`config.mk`:
```
export PLATFORM = sky130hd
export DESIGN_NAME = mem_stage_ctrl
export DESIGN_NICKNAME = d
export VERILOG_FILES = /design/src/rtl/mem_stage_ctrl.sv
export SDC_FILE = /design/constraint.sdc
export NUM_CORES = 1
export LEC_CHECK = 0
export ABC_AREA = 1
export CORE_ASPECT_RATIO = 0.8
export CORE_MARGIN = 2
export CORE_UTILIZATION = 40
export DETAILED_ROUTE_END_ITERATION = 16
export PLACE_DENSITY = 0.81
export SLEW_MARGIN = 20
export SYNTH_ARGS = -nofsm -noshare
export SYNTH_HDL_FRONTEND = slang
export SYNTH_SLANG_ARGS = --single-unit
```
`constraint.sdc`:
```
create_clock -name clk -period 4.85 [get_ports clk]
set_clock_uncertainty 0.05 [all_clocks]
set_input_delay 0.97 -clock clk [delete_from_list [all_inputs] [get_ports clk]]
set_output_delay 0.97 -clock clk [all_outputs]
set_load 0.1 [all_outputs]
```
`src/rtl/mem_stage_ctrl.sv`:
```
`default_nettype none
// ============================================================================
// Module      : mem_stage_ctrl
// Description : Memory-stage controller. It accepts one instruction at a time
//               and handles each one by its opcode:
//               - ALU and no-op instructions retire on the next cycle.
//               - Loads and stores issue a single RAM request and wait for
//                 ram_ack, with an optional timeout abort.
// Ports       : clk, rst            - clock, async active-high reset
//               in_valid/in_ready   - upstream instruction handshake
//               op, addr            - opcode and load/store address
//               data_alu/data_store - ALU result / store data
//               ram_*               - single-outstanding RAM request port
//               out_valid/reg_write/data_reg - one-cycle retire outputs
//               err                 - sticky timeout flag
// Revision    : 1.0 - initial release
// ============================================================================
module mem_stage_ctrl #(
    parameter int DATA_W  = 32,
    parameter int ADDR_W  = 32,
    parameter int TIMEOUT = 16
) (
    input  logic              clk,
    input  logic              rst,
    input  logic              in_valid,
    output logic              in_ready,
    input  logic [4:0]        op,
    input  logic [ADDR_W-1:0] addr,
    input  logic [DATA_W-1:0] data_alu,
    input  logic [DATA_W-1:0] data_store,
    output logic              ram_req,
    output logic              ram_we,
    output logic [ADDR_W-1:0] ram_addr,
    output logic [DATA_W-1:0] ram_wdata,
    input  logic              ram_ack,
    input  logic [DATA_W-1:0] ram_rdata,
    output logic              out_valid,
    output logic              reg_write,
    output logic [DATA_W-1:0] data_reg,
    output logic              err
);

    localparam logic [4:0] c_op_load  = 5'b11000;
    localparam logic [4:0] c_op_store = 5'b11001;

    // The counter is kept at least 1 bit wide, so a disabled timeout
    // (TIMEOUT=0) still builds cleanly.
    localparam int c_cnt_w = (TIMEOUT > 0) ? $clog2(TIMEOUT + 1) : 1;

    // The abort is taken on the un-acked cycle that would advance the counter
    // to TIMEOUT, so ram_req is high for exactly TIMEOUT cycles.
    localparam logic [c_cnt_w-1:0] c_cnt_last = c_cnt_w'((TIMEOUT > 0) ? TIMEOUT - 1 : 0);

    typedef enum logic [0:0] {IDLE = 1'b0, WAIT = 1'b1} state_t;

    state_t               r_state,   w_state_nxt;
    logic [c_cnt_w-1:0]   r_cnt,     w_cnt_nxt;
    logic                 w_req_nxt, w_we_nxt, w_ov_nxt, w_rw_nxt, w_err_nxt;
    logic [ADDR_W-1:0]    w_addr_nxt;
    logic [DATA_W-1:0]    w_wdata_nxt, w_dreg_nxt;

    assign in_ready = (r_state == IDLE);

    always_ff @(posedge clk or posedge rst) begin
        if (rst) begin
            r_state   <= IDLE;
            r_cnt     <= '0;
            ram_req   <= 1'b0;
            ram_we    <= 1'b0;
            ram_addr  <= '0;
            ram_wdata <= '0;
            out_valid <= 1'b0;
            reg_write <= 1'b0;
            data_reg  <= '0;
            err       <= 1'b0;
        end else begin
            r_state   <= w_state_nxt;
            r_cnt     <= w_cnt_nxt;
            ram_req   <= w_req_nxt;
            ram_we    <= w_we_nxt;
            ram_addr  <= w_addr_nxt;
            ram_wdata <= w_wdata_nxt;
            out_valid <= w_ov_nxt;
            reg_write <= w_rw_nxt;
            data_reg  <= w_dreg_nxt;
            err       <= w_err_nxt;
        end
    end

    always_comb begin
        w_state_nxt = r_state;
        w_cnt_nxt   = r_cnt;
        w_req_nxt   = ram_req;
        w_we_nxt    = ram_we;
        w_addr_nxt  = ram_addr;
        w_wdata_nxt = ram_wdata;
        w_ov_nxt    = 1'b0;
        w_rw_nxt    = 1'b0;
        w_dreg_nxt  = data_reg;
        w_err_nxt   = err;

        case (r_state)
            IDLE: begin
                if (in_valid) begin
                    if (op == c_op_load || op == c_op_store) begin
                        w_state_nxt = WAIT;
                        w_cnt_nxt   = '0;
                        w_req_nxt   = 1'b1;
                        w_we_nxt    = (op == c_op_store);
                        w_addr_nxt  = addr;
                        if (op == c_op_store) begin
                            w_wdata_nxt = data_store;
                        end
                    end else if (!op[4]) begin
                        w_ov_nxt   = 1'b1;
                        w_rw_nxt   = 1'b1;
                        w_dreg_nxt = data_alu;
                    end else begin
                        w_ov_nxt = 1'b1;
                    end
                end
            end
            WAIT: begin
                // ram_we still records whether the request is a load or a store.
                if (ram_ack) begin
                    w_state_nxt = IDLE;
                    w_req_nxt   = 1'b0;
                    w_ov_nxt    = 1'b1;
                    w_rw_nxt    = !ram_we;
                    if (!ram_we) begin
                        w_dreg_nxt = ram_rdata;
                    end
                end else if (TIMEOUT > 0 && r_cnt == c_cnt_last) begin
                    w_state_nxt = IDLE;
                    w_req_nxt   = 1'b0;
                    w_ov_nxt    = 1'b1;
                    w_err_nxt   = 1'b1;
                end else begin
                    w_cnt_nxt = r_cnt + 1'b1;
                end
            end
            default: begin
                w_state_nxt = IDLE;
            end
        endcase
    end

endmodule
`default_nettype wire

```
Word level (Yosys, flattened, before mapping)
Cells that the tools add are included.

word-level totals
  flip-flop bits (word level) = 107
  output and inout port bits = 102

operators by class
  $add $sub $neg = 1
  equality and inequality tests = 12
  multiplexer cells = 31
  bitwise gates (word level) = 2
  reduce and logical (&&, ||, !) cells = 8

operators by type and width
  cell                                                    count
  two-way mux 32 bit                                      5
  one-hot mux 32 bit (2 select lines)                     1
  two-way mux 5 bit                                       4
  two-way mux 1 bit                                       16
  inequality test 2 bit (second input constant)           7
  == test 5 bit (second input constant)                   2
  one-hot mux 5 bit (2 select lines)                      1
  AND reduction 3 bit                                     3
  one-hot mux 1 bit (2 select lines)                      4
  AND reduction 4 bit                                     2
  adder 5 x 1 -> 5 bit (second input constant)            1
  == test 5 x 4 -> 1 bit (second input constant)          1
  AND reduction 5 bit                                     1
  inequality test 3 x 2 -> 1 bit (second input constant)  1
  inequality test 2 x 1 -> 1 bit (second input constant)  1
  inverter 1 bit                                          2
  zero test 1 bit                                         1
  logical OR 1 bit                                        1

Longest topological paths before layout
Gate-level depths: netlist (run 1).

  depth after elaboration = 5
  depth in mapped cells = 8
  gate-level depth less buffers = 8

Worst setup path after synthesis (run 1)
Ideal clock, no wire load.

  kind = register -> output
  from = reg r_state
  to = out in_ready
  data arrival time = 1.131 ns
  required time = 3.830 ns
  setup slack = 2.699 ns
  stages on the path, launching flop included = 4
  path through = dfrtp_1 -> buf_6 -> inv_2 -> buf_2

between the ends
  cells in the longest elaborated chain, start to end = 1

ends and longest elaborated chain
  item                      line  source
  start: declaration        56    state_t r_state, w_state_nxt;
  start signal: assignment  77    r_state <= w_state_nxt;
  inverter 1 bit (no line)  --
  end: declaration          26    output logic in_ready,

No other way between the ends.

Worst setup path after layout (run 1)
Ends and elaborated chain as after synthesis.

==> impl_metrics.env, run 1 <==
export IMPL_status="completed"
export IMPL_grt_pass1_wl_mm=23.2
export IMPL_ys_types=21
export IMPL_ios=239
export IMPL_synth_area_leaders="dfrtp_1 56%, nand2_1 24%, nand3_1 7.3%"
export IMPL_max_slew_worst_pin_slew_ps=1050
export IMPL_async_reset_ff_share_pct=100
export IMPL_postCtsResizedCells=0
export IMPL_grt_total_usage_pct=22.7
export IMPL_synth_flop_cell="dfrtp_1"
export IMPL_ff_latch_area_um2=2680
export IMPL_grt_pass1_vias=4631
export IMPL_startpoint_type="flop"
export IMPL_final_common_cell="nand2_1"
export IMPL_fill_cells=900
export IMPL_syn2layout_area_growth_pct=57.6
export IMPL_clk_latency_ps=340
export IMPL_power_density_nw_per_um2=495
export IMPL_final_hold_violation_count=0
export IMPL_cts_sinks=107
export IMPL_r2r_slack_ps=2670
export IMPL_fin_util_pct=65.1
export IMPL_dp_slack_ps=1760
export IMPL_finalNonFillerCells=958
export IMPL_crit_arrival_ps=2440
export IMPL_layout_common_cells="305 x nand2_1, 238 x clkdlybuf4s50_1, 107 x dfrtp_1, 70 x nand3_1, 33 x nand4_1"
export IMPL_finalMaxSlewViolations=0
export IMPL_gr_total_overflow=0
export IMPL_avgSynthCellArea_um2=8.13
export IMPL_cap_violations=0
export IMPL_fp_dieW_um=126
export IMPL_synthCells=587
export IMPL_clock_root_buffer="clkbuf_16"
export IMPL_htreeDepth=3
export IMPL_ys_seq_area_share_pct=56.1
export IMPL_crit_start="r_state"
export IMPL_drt_first_pass_iters=4
export IMPL_rsz0062_at_grt="no"
export IMPL_ir_drop_mv=0.345
export IMPL_synth_top_area_cell="dfrtp_1"
export IMPL_netlist_area_leader_share_pct=56.1
export IMPL_drtIter0Drc=250
export IMPL_critPathCaptureType="output port"
export IMPL_holdCritStartpoint="ram_addr[0]"
export IMPL_dpl_instance_area_um2=7220
export IMPL_route_detailed_drc=0
export IMPL_insertedDiodeCount=0
export IMPL_finish_instance_area_um2=7520
export IMPL_max_freq_ghz=0.289
export IMPL_postRouteAntennaNets=0
export IMPL_yosysWarningCount=0
export IMPL_drt_wl_total_mm=14.4
export IMPL_fin_crit_sh_pct=71.2
export IMPL_port_buffers=238
export IMPL_syn_area_um2=4770
export IMPL_cts_buffers=9
export IMPL_grt_max_degree=66
export IMPL_place_congestion=0.821
export IMPL_drive_above_1_share_pct=4.20
export IMPL_wl_per_cell_um=15.1
export IMPL_clk_path_buf_depth=2
export IMPL_synth_seq_cells=107
export IMPL_syn_nets=726
export IMPL_period_needed_ps=3460
export IMPL_cts_tree="yes"
export IMPL_leakage_nw=3.72
export IMPL_rows=35
export IMPL_drt_vias_per_instance=4.97
export IMPL_slew_limit_headroom_pct=29.8
export IMPL_antenna_found_initial=0
export IMPL_critical_path_max_fanout=35
export IMPL_tns_ps=0
export IMPL_post_cts_buffers=0
export IMPL_vias=4764
export IMPL_multi_input_area_um2=1840
export IMPL_worst_slack_ps=1390
export IMPL_path_clk_slew_ps=70
export IMPL_hpwl_mm=10.0
export IMPL_die_area_um2=12800
export IMPL_die_y_um=102
export IMPL_finalSetupViolCount=0
export IMPL_critical_path_class="flop to output port"
export IMPL_core_area_um2=11600
export IMPL_cp_required_ps=3830
export IMPL_postCtsHoldBufs=0
export IMPL_start_util_pct=41.3
export IMPL_dp_cells=942
export IMPL_holdWs_ps=420
export IMPL_power_mw=3.72
export IMPL_fin_nets=944
export IMPL_r2r_start="r_state"
export IMPL_synth_edff_count=0
export IMPL_hold_class="flop to flop"
-- routing by layer --
metal	GRT usage (%)	part of all wire, %	wire length [µm]	vias to the layer above
met5	0	0	0	-
met4	5.92	1.8	259	0
met3	8.82	9.8	1420	19
met2	38.5	48	6900	207
met1	27.6	41	5860	2234
li1	-	-	-	2304
-- worst paths after layout --
| kind | cells past startpoint | to |
|---|---|---|
| min | 2 | ram_addr[0] |
| max in group asynchronous | 3 | data_reg[1] |
| min in group asynchronous | 2 | r_cnt[2] |
| min reg2reg | 2 | ram_addr[0] |
| max reg2reg | 7 | data_reg[17] |
| max | 2 | in_ready |
-- cell usage after synthesis (2+ instances only) --
| cell type | instances |
|---|---|
| nor2_4 | 2 |
| ha_1 | 2 |
| or2_0 | 2 |
| buf_2 | 28 |
| dfrtp_1 | 107 |
| inv_2 | 2 |
| nand3_1 | 70 |
| buf_4 | 5 |
| inv_1 | 9 |
| clkbuf_1 | 7 |
| o21ai_0 | 3 |
| nand2_1 | 305 |
| nand4_1 | 33 |
| nor2_1 | 5 |
-- layout make-up --
type,count,share of cell area (%)
clock inverters,2,0.233
well taps,148,2.46
multi-input cells,428,24.5
clock buffers,14,3.78
flip-flops and latches,107,35.6
repair buffers,248,32.8
inverters,11,0.582
-- power by group --
| part | leakage, nW | switching (mW) | total (mW) | internal, mW |
|---|---|---|---|---|
| Combinational | 2.21 | 1.42 | 1.85 | 0.432 |
| Clock | 0.149 | 0.316 | 0.723 | 0.407 |
| Sequential | 1.36 | 0.0965 | 1.15 | 1.05 |
-- critical path: stages (launching register included) --
cell	delay (ps)
dfrtp_1	380
inv_2	440
clkdlybuf4s50_1	1250
-- cell families after synthesis --
logic type / Yosys count / share of synthesized area, %
compound gates: 5 / 0.603
simple gates: 421 / 37.4
flops: 107 / 56.1
buf+inv: 52 / 5.37
fa+ha+maj: 2 / 0.524
No activity file was read; power rests on OpenSTA's default activity.
==> run 2: changes to the inputs <==
CORE_UTILIZATION = 37   (was 40)
PLACE_DENSITY = 0.79   (was 0.81)
clock period = 3.09 ns   (was 4.85 ns; I/O delays follow)
==> run 2 against run 1 <==
Against the previous run:
- utilization fell by 7.4 points
- global-route usage down 1.9 points
- sequential power is 57% higher
- die area up 7.8%
- wire length increased by 0.44%
- non-clock buffer count grew 2
==> impl_metrics.env, run 2 (synthesis results as in run 1) <==
export IMPL_ios=239
export IMPL_rows=37
export IMPL_hold_class="flop to flop"
export IMPL_period_needed_ps=2310
export IMPL_port_buffers=238
export IMPL_insertedDiodeCount=0
export IMPL_ir_drop_mv=0.583
export IMPL_grt_total_usage_pct=20.8
export IMPL_tns_ps=0
export IMPL_dp_slack_ps=819
export IMPL_max_freq_ghz=0.434
export IMPL_cts_buffers=9
export IMPL_critPathCaptureType="output port"
export IMPL_power_frac_clock_pct=19.1
export IMPL_htreeDepth=3
export IMPL_grt_pass1_wl_mm=22.5
export IMPL_core_area_um2=12700
export IMPL_clock_root_buffer="clkbuf_16"
export IMPL_finalNonFillerCells=986
export IMPL_path_cells="inv_2, buf_12"
export IMPL_crit_buf_inv=2
export IMPL_p_sw_mw=2.90
export IMPL_leakage_nw=3.85
export IMPL_grt_pass1_vias=4467
export IMPL_postCtsResizedCells=0
export IMPL_clk_path_buf_depth=2
export IMPL_critical_path_class="flop to output port"
export IMPL_critPathTopFamily="flip-flops"
export IMPL_crit_arrival_ps=1640
export IMPL_postRouteAntennaNets=0
export IMPL_status="completed"
export IMPL_seqPwrFrac_pct=31.7
export IMPL_drt_first_pass_iters=4
export IMPL_die_area_um2=13800
export IMPL_clk_latency_ps=340
export IMPL_drtIter0Drc=206
export IMPL_post_cts_buffers=0
export IMPL_route_detailed_drc=0
export IMPL_antenna_found_initial=0
export IMPL_postCtsHoldBufs=0
export IMPL_max_slew_worst_pin_slew_ps=858
export IMPL_rsz0062_at_grt="no"
export IMPL_power_density_nw_per_um2=777
export IMPL_dp_cells=971
export IMPL_crit_slowest_cell="dfrtp_1"
export IMPL_layout_common_cells="305 x nand2_1, 136 x clkdlybuf4s50_1, 109 x buf_4, 107 x dfrtp_1, 70 x nand3_1"
export IMPL_fp_dieW_um=131
export IMPL_worst_slack_ps=783
export IMPL_drt_vias_per_instance=4.75
export IMPL_final_hold_violation_count=0
export IMPL_syn2layout_area_growth_pct=53.8
export IMPL_start_util_pct=37.5
export IMPL_p_int_mw=2.80
export IMPL_final_common_cell="nand2_1"
export IMPL_hpwl_mm=10.3
export IMPL_drt_wl_total_mm=14.5
export IMPL_critical_path_max_fanout=19
export IMPL_cts_tree="yes"
export IMPL_path_clk_slew_ps=70
export IMPL_fin_crit_sh_pct=74.6
export IMPL_p_comb_share_pct=49.2
export IMPL_cts_sinks=107
export IMPL_die_y_um=106
export IMPL_switching_share_pct=50.9
export IMPL_vias=4686
export IMPL_grt_max_degree=68
export IMPL_finalSetupViolCount=0
export IMPL_slew_limit_headroom_pct=42.8
export IMPL_fin_nets=946
export IMPL_finalMaxSlewViolations=0
export IMPL_wl_per_cell_um=14.7
export IMPL_startpoint_type="flop"
export IMPL_drive_above_1_share_pct=17.0
export IMPL_holdWs_ps=424
export IMPL_gr_total_overflow=0
export IMPL_place_congestion=0.817
export IMPL_cp_required_ps=2420
export IMPL_cpPeakStageDelay_ps=910
export IMPL_cap_violations=0
-- run 2: per-stage QoR --
stage / cell area, µm² / util [%] / total power [mW]
finish: 7340 / 57.7 / 5.70
global placement: 7070 / 55.5 / 4.62
CTS: 7340 / 57.7 / 5.76
detailed placement: 7070 / 55.5 / 4.65
floorplan: 4780 / - / 3.91
global route: 7340 / 57.7 / 5.94
-- run 2: final cells by class --
| cell class | count | area, µm² |
|---|---|---|
| Tap cell | 175 | 219 |
| Clock buffer | 9 | 225 |
| Sequential cell | 107 | 2680 |
| Clock inverter | 6 | 50.0 |
| Timing Repair Buffer | 250 | 2280 |
| Inverter | 11 | 45.0 |
| Multi-Input combinational cell | 428 | 1840 |
| Fill cell | 1117 | 5390 |
-- run 2: final timing paths --
path	cells past startpoint	from	slack, ps	end
min in group asynchronous	2	rst	670	ram_wdata[5]
worst max-delay path	2	r_state	780	in_ready
worst min register to register	2	ram_addr[1]	420	ram_addr[1]
worst max register to register	5	r_state	1070	data_reg[26]
max in group asynchronous	3	rst	1660	ram_addr[10]
worst min-delay path	2	ram_addr[1]	420	ram_addr[1]
-- run 2: worst register-to-register path, stage by stage, from the launching register on --
cell and delay, ps:
dfrtp_1 910, nor2_4 100, nand2_1 170, nand2_2 390, nand2_1 220, nand2_1 70
-- run 2: power by group through the flow --
stage,registers [mW],clock network [mW],logic (mW)
2_1_floorplan,3.59,0,0.325
5_1_grt,1.84,1.18,2.92
6_report,1.81,1.09,2.81
4_1_cts,1.81,1.13,2.83
3_5_place_dp,1.83,0,2.83
3_3_place_gp,1.83,0,2.80
-- run 2: per-layer routing --
metal | part of all wire, % | vias to the layer above | global-route usage (%)
met5 | 0 | - | 0
met4 | 0.92 | 0 | 4.41
met3 | 11 | 9 | 8.12
met2 | 47 | 193 | 34.1
met1 | 41 | 2173 | 26.0
li1 | - | 2311 | -
